--- src/rtl/contador_sincrono_param_pkg.sv ---
// ---------------------------------------------------------------------------
// contador_sincrono_param_pkg
// Shared constants for the parametrised up/down counter family:
//   - direction encodings for the up_down input
//   - end-of-range behaviour (wrap vs saturate)
//   - helper that derives the WIDTH-bit terminal value from MODULUS
// ---------------------------------------------------------------------------
package contador_sincrono_param_pkg;

   localparam logic DIR_UP   = 1'b1;
   localparam logic DIR_DOWN = 1'b0;

   typedef enum logic {
      MODE_WRAP     = 1'b0,
      MODE_SATURATE = 1'b1
   } end_mode_e;

   // Highest legal count. Callers cast the result to their own WIDTH, so the
   // terminal compare is always against a WIDTH-bit constant.
   function automatic logic [31:0] calc_max_val(input int modulus);
      return 32'(modulus - 1);
   endfunction

   function automatic end_mode_e to_mode(input int saturate);
      return (saturate != 0) ? MODE_SATURATE : MODE_WRAP;
   endfunction

endpackage

--- src/rtl/contador_next_state.sv ---
// ---------------------------------------------------------------------------
// contador_next_state
// Purely combinational step logic for one count in the selected direction.
// Ports:
//   q_i        current count (0..MODULUS-1)
//   up_down_i  1 = up, 0 = down
//   q_next_o   count after one enabled step
//   at_end_o   q_i is the terminal value for the current direction
//   wrap_o     this step rolls over to the opposite end (wrap mode only)
// ---------------------------------------------------------------------------
module contador_next_state
   import contador_sincrono_param_pkg::*;
#(
   parameter int WIDTH    = 4,
   parameter int MODULUS  = 16,
   parameter int SATURATE = 0
) (
   input  logic [WIDTH-1:0] q_i,
   input  logic             up_down_i,
   output logic [WIDTH-1:0] q_next_o,
   output logic             at_end_o,
   output logic             wrap_o
);

   localparam logic [WIDTH-1:0] MAX_VAL = WIDTH'(calc_max_val(MODULUS));
   localparam logic [WIDTH-1:0] ONE     = WIDTH'(1);
   localparam end_mode_e        MODE    = to_mode(SATURATE);

   // NOTE: every output gets a default before any branch; a path that skipped
   // an assignment would otherwise infer a latch.
   always_comb begin
      q_next_o = q_i;
      at_end_o = 1'b0;
      wrap_o   = 1'b0;
      if (up_down_i == DIR_UP) begin
         if (q_i == MAX_VAL) begin
            at_end_o = 1'b1;
            if (MODE == MODE_WRAP) begin
               q_next_o = '0;
               wrap_o   = 1'b1;
            end
         end else begin
            q_next_o = q_i + ONE;
         end
      end else begin
         if (q_i == '0) begin
            at_end_o = 1'b1;
            if (MODE == MODE_WRAP) begin
               q_next_o = MAX_VAL;
               wrap_o   = 1'b1;
            end
         end else begin
            q_next_o = q_i - ONE;
         end
      end
   end

endmodule

--- src/rtl/contador_sincrono_param.sv ---
// ---------------------------------------------------------------------------
// contador_sincrono_param
// Parametrised up/down counter, range 0..MODULUS-1, wrap or saturate at the
// ends, updated on the falling edge of clock.
// Ports:
//   clock       counter clock (falling edge active)
//   reset       asynchronous active-low reset, clears all state
//   clear       synchronous clear (highest priority)
//   load        synchronous load of load_value
//   load_value  value to load; out-of-range values clamp to MODULUS-1
//   enable      count enable
//   up_down     1 = count up, 0 = count down
//   Q           current count
//   tc          terminal count, combinational, for cascading
//   wrap        registered one-cycle pulse on rollover
//   overflow    registered sticky end-of-range flag
//   load_err    registered one-cycle pulse on an out-of-range load
// ---------------------------------------------------------------------------
module contador_sincrono_param
   import contador_sincrono_param_pkg::*;
#(
   parameter int WIDTH    = 4,
   parameter int MODULUS  = 16,
   parameter int SATURATE = 0
) (
   input  logic             clock,
   input  logic             reset,
   input  logic             clear,
   input  logic             load,
   input  logic [WIDTH-1:0] load_value,
   input  logic             enable,
   input  logic             up_down,
   output logic [WIDTH-1:0] Q,
   output logic             tc,
   output logic             wrap,
   output logic             overflow,
   output logic             load_err
);

   localparam logic [WIDTH-1:0] MAX_VAL = WIDTH'(calc_max_val(MODULUS));

   logic [WIDTH-1:0] q_q, q_d;
   logic             wrap_q, wrap_d;
   logic             overflow_q, overflow_d;
   logic             load_err_q, load_err_d;

   logic [WIDTH-1:0] step_q;
   logic             at_end;
   logic             step_wrap;

   contador_next_state #(
      .WIDTH    (WIDTH),
      .MODULUS  (MODULUS),
      .SATURATE (SATURATE)
   ) u_next_state (
      .q_i       (q_q),
      .up_down_i (up_down),
      .q_next_o  (step_q),
      .at_end_o  (at_end),
      .wrap_o    (step_wrap)
   );

   // Priority: clear > load > enable > hold. wrap and load_err default low so
   // they are single-cycle pulses; overflow defaults to its held value.
   always_comb begin
      q_d        = q_q;
      wrap_d     = 1'b0;
      overflow_d = overflow_q;
      load_err_d = 1'b0;
      if (clear) begin
         q_d        = '0;
         overflow_d = 1'b0;
      end else if (load) begin
         if (load_value <= MAX_VAL) begin
            q_d = load_value;
         end else begin
            q_d        = MAX_VAL;
            load_err_d = 1'b1;
         end
      end else if (enable) begin
         q_d    = step_q;
         wrap_d = step_wrap;
         if (at_end) begin
            overflow_d = 1'b1;
         end
      end
   end

   // NOTE: state registers use non-blocking assignments so every flop samples
   // the pre-edge values of the others, independent of statement order.
   always_ff @(negedge clock or negedge reset) begin
      if (!reset) begin
         q_q        <= '0;
         wrap_q     <= 1'b0;
         overflow_q <= 1'b0;
         load_err_q <= 1'b0;
      end else begin
         q_q        <= q_d;
         wrap_q     <= wrap_d;
         overflow_q <= overflow_d;
         load_err_q <= load_err_d;
      end
   end

   // Zero-latency cascade output: asserted whenever the next enabled step
   // would hit the end of range, regardless of wrap/saturate mode.
   assign tc       = enable & at_end;
   assign Q        = q_q;
   assign wrap     = wrap_q;
   assign overflow = overflow_q;
   assign load_err = load_err_q;

endmodule

--- config.mk ---
export PLATFORM = sky130hd
export DESIGN_NAME = contador_sincrono_param
export DESIGN_NICKNAME = d
export VERILOG_FILES = /design/src/rtl/contador_sincrono_param_pkg.sv /design/src/rtl/contador_next_state.sv /design/src/rtl/contador_sincrono_param.sv
export SDC_FILE = /design/constraint.sdc
export NUM_CORES = 1
export LEC_CHECK = 0
export BUFFER_PORTS_ARGS = -buffer_cell sky130_fd_sc_hd__buf_2
export CORE_UTILIZATION = 30
export CTS_CLUSTER_DIAMETER = 120
export DETAILED_ROUTE_END_ITERATION = 16
export HOLD_SLACK_MARGIN = 0.06
export PLACE_DENSITY = 0.62
export SYNTH_ARGS = -nofsm -noshare
export SYNTH_HDL_FRONTEND = slang
export SYNTH_SLANG_ARGS = --single-unit
export TNS_END_PERCENT = 1
--- constraint.sdc ---
create_clock -name clock -period 3 [get_ports clock]
set_clock_uncertainty 0.1 [all_clocks]
set_input_delay 0 -clock clock [delete_from_list [all_inputs] [get_ports clock]]
set_output_delay 0 -clock clock [all_outputs]
set_load 0.03 [all_outputs]
After elaboration in Yosys (flattened, before gate mapping)
Cells that the tools add are included.
{"block": "totals", "regBits": 7, "in_bits": 10, "output_inout_bits": 8, "word_cells": 35}
{"block": "op_classes", "add_sub_neg": 2, "n_lt_le_gt_ge": 1, "n_eq_ne": 2, "mux": 20, "bitwise_logic": 1, "n_reduce_logical": 5}
{"operator": "4-bit two-way mux", "n": 7}
{"operator": "1-bit two-way mux", "n": 13}
{"operator": "4-bit by 1-bit adder with 4-bit output, second input constant", "n": 1}
{"operator": "4-bit equality test, second input constant", "n": 1}
{"operator": "4-bit less-or-equal comparator, second input constant", "n": 1}
{"operator": "4-bit zero test", "n": 1}
{"operator": "2-bit nonzero test", "n": 2}
{"operator": "4-bit by 1-bit subtractor with 4-bit output, second input constant", "n": 1}
{"operator": "3-bit AND reduction", "n": 1}
{"operator": "3-bit nonzero test", "n": 1}
{"operator": "2-bit inequality test, second input constant", "n": 1}
{"operator": "1-bit bitwise AND", "n": 1}

Longest topological paths before layout
{"block": "logic_depth", "depth_word": 7, "ltp_mapped": 6, "mapped_depth_nobuf": 6}

Modules after synthesis
Synthesis repeated with hierarchy kept, for this count alone.
{"block": "hier_totals", "cells_unflattened": 52, "area_unflattened_um2": 464.2}
{"mod": "contador_sincrono_param", "n_inst": 1, "cells_each": 28, "area_per_inst_um2": 304.0, "seq_area_each_um2": 150.1}
{"mod": "contador_next_state", "n_inst": 1, "cells_each": 24, "area_per_inst_um2": 160.2, "seq_area_each_um2": 0.0}

==> impl_metrics.toml <==
[outcome]
run_status = "complete, but fails checks"
failing_checks = "negative setup slack"

[critical_path]
cpLargestDelayFamily = "simple AND/OR/NAND/NOR gates"
crit_path_top_delay_cell = "sky130_fd_sc_hd__or4b_4"
max_stage_delay_ns = 0.47
crit_buf_inv = 3
crit_path_cell_trace = "inv_2 > ha_4 > or4b_4 > nand2_4 > nand2_4 > inv_4 > buf_6"
critical_path_class = "reg2out"
startpoint_kind_of_the_worst_setup_timing_path = "register"
critical_path.most_common_cell = "sky130_fd_sc_hd__nand2_4"
cp_data_arrival_time_ns = 3.09
critPathMaxFanout = 2
setup.worst_path.end_class = "output pin"
worst_ep_required_time_ns = 2.90

[die]
initial_utilization_pct = 33.8
rows = 13
die_h_um = 41.2
io_pins = 18
die_w_um = 41.2
floorplan.die_area_um2 = 1700
fp.coreArea_um2 = 1370

[placement]
final_weighted_congestion_of_routability_driven_global_placement = 0.844
placed_cells_incl_taps = 91
io_buffer_count = 16
detailed_place_hpwl_um = 857

[grt]
grt_first_pass_wirelength_mm = 1.81
grt_usage_pct = 17.5
first_global_vias = 425
globalRouteOverflowTotal = 0
maximum_number_of_pins_on_one_net_before_global_route_repair = 11
antenna_violations_before_repair = 0

[hold_path]
worst_hold_path_type = "in2out"

[detailed_routing]
ant_nets = 0
detail_route.wirelength_mm = 1.11
drcViolationCount = 0
wl_per_cell_um = 11.6
drtPass1Iterations = 4
routed_via_density = 4.96
initialDrtViolationCount = 7
dr_total_vias = 476

[power]
worst_ir_drop_vdd_uv = 247
power.density_nw_per_um2 = 394
power.static_leakage_nw = 0.357

[timing]
finalSetupTns_ns = -0.185
final-max-slew-violation-count = 0
hold_viol_final = 0
finalWorstSetupSlack_ns = -0.185
final-setup-viol-count = 1
rsz_0062_raised_after_global_routing = "yes"

[cts]
cts_made_buffers = 3
cts_buffer_depth = 2
numClockSinks = 6
tritoncts = "built"
cts_max_level = 1
cts.clk_slew.worst_paths_ns = 0.03
cts-root-buf = "sky130_fd_sc_hd__clkbuf_4"
clk-insertion-delay-late_ns = 0.26
ctsHoldBuffers = 0

[final_layout]
non_filler_instance_count_after_layout = 96
areaGrowthSynthToFinish_pct = 43.9
filler_cell_count = 140
antenna_cells = 0
fin_nets = 95
postLayoutCoreUtil_pct = 48.6
layout-drive-gt1-share_pct = 48.1

[yosys]
count_of_synthesis_stage_warnings_from_yosys = 0
synthesis.area_per_instance_um2 = 8.24
synthArstFlopShare_pct = 100
ys_top_cells_by_area = "sky130_fd_sc_hd__dfrtn_1 33%, sky130_fd_sc_hd__inv_1 6.5%, sky130_fd_sc_hd__nor2_1 5.7%"
synth-edff-count = 0
yosys_register_bits = 6
synth_cells = 56
yosys-top-cells-count = "8 x sky130_fd_sc_hd__inv_1, 7 x sky130_fd_sc_hd__nor2_1, 6 x sky130_fd_sc_hd__dfrtn_1"
dominantRegCellSynth = "sky130_fd_sc_hd__dfrtn_1"
post-synth-top-count-cell = "sky130_fd_sc_hd__inv_1"
post-synth-top-area-fraction_pct = 32.5
netlist_area_um2 = 462
synth.net_count = 68
synthDistinctLibCells = 26
synth.yosys.seq_area_share_pct = 32.5
largest_area_contributor_in_the_netlist = "sky130_fd_sc_hd__dfrtn_1"

[run]
max_cap_viol_count = 0
[report_power, final]
| part | internal, mW | switching [mW] | leakage (nW) |
|---|---|---|---|
| Clock | 0.0452 | 0.0286 | 0.0138 |
| Combinational | 0.0418 | 0.0553 | 0.264 |
| Sequential | 0.0875 | 0.00329 | 0.0792 |
[worst paths after layout]
check                           end  slack [ns]  depth (start not counted)  startpoint
setup / recovery                 tc       -0.19                          7        Q[0]
hold / removal                   tc        0.31                          4      enable
setup reg to reg               Q[0]        1.36                          8        Q[0]
hold reg to reg            overflow        0.35                          1    overflow
max in group asynchronous      Q[1]        1.77                          1       reset
min in group asynchronous      Q[3]        0.85                          1       reset
[per-layer routing]
metal  track usage, %  wire length (µm)
met4             7.26                10
met5                0                 0
met2             25.8               505
met3             9.78                85
met1             20.7               511
[kinds of logic (layout without fill, tap and decap cells)]
| group | count (synthesis) | in the layout | synth area share (%) |
|---|---|---|---|
| adder cells (fa/ha/maj) | 2 | 2 | 5.42 |
| buffers and inverters | 11 | 36 | 11.4 |
| XOR/XNOR | 2 | 2 | 3.79 |
| flip-flops | 6 | 6 | 32.5 |
| multiplexers | 1 | 1 | 2.17 |
| AND/OR/NAND/NOR | 18 | 18 | 21.7 |
| AO/OA/AOI/OAI | 15 | 15 | 22.2 |
| other | 1 | 1 | 0.812 |
[repair_timing]
item	4_1_cts	5_1_grt
pin swaps	1	2
hold endpoints to repair	0	0
gates resized for setup	2	5
setup buffers	1	1
gates cloned	0	0
setup endpoints to repair	1	1
[registers in the layout, indices dropped and copies added, names as in the netlist]
register	count
Q	4
overflow	1
wrap	1
[stage by stage]
step / hold WS [ns] / worst slack [ns] / area (µm²) / total power, mW
floorplan: 0.0399 / -0.108 / 472 / 0.148
global placement: 0.345 / 0.00302 / 601 / 0.179
detailed placement: 0.348 / -0.00315 / 601 / 0.180
CTS: 0.322 / -0.208 / 637 / 0.260
global route: 0.331 / -0.257 / 664 / 0.281
finish: 0.311 / -0.185 / 664 / 0.262
[tightest hold or removal path: stages]
cell	delay, ns
sky130_fd_sc_hd__buf_2	0.16
sky130_fd_sc_hd__nand2_4	0.10
sky130_fd_sc_hd__inv_4	0.03
sky130_fd_sc_hd__buf_6	0.12
[layout by cell type, fill, tap and decap left out, drive strengths merged]
master	instances
and2	1
o211a	1
nor3	1
a211oi	1
nand2	5
nand3	1
clkbuf	3
a32o	1
a311oi	1
or4b	1
ha	2
o21ai	5
inv	8
conb	1
mux2i	1
a221oi	1
nor2	7
xnor2	2
o311ai	1
nand4	2
dfrtn	6
a21oi	4
buf	25
[cell type report]
class | count | area [µm²] | area share (%)
clock buffer | 3 | 22.5 | 3.39
inverter | 8 | 32.5 | 4.90
multi-input combinational | 39 | 287 | 43.1
sequential | 6 | 150 | 22.6
tap | 15 | 18.8 | 2.82
timing repair buffer | 25 | 154 | 23.2
No activity file was read; power rests on OpenSTA's default activity.
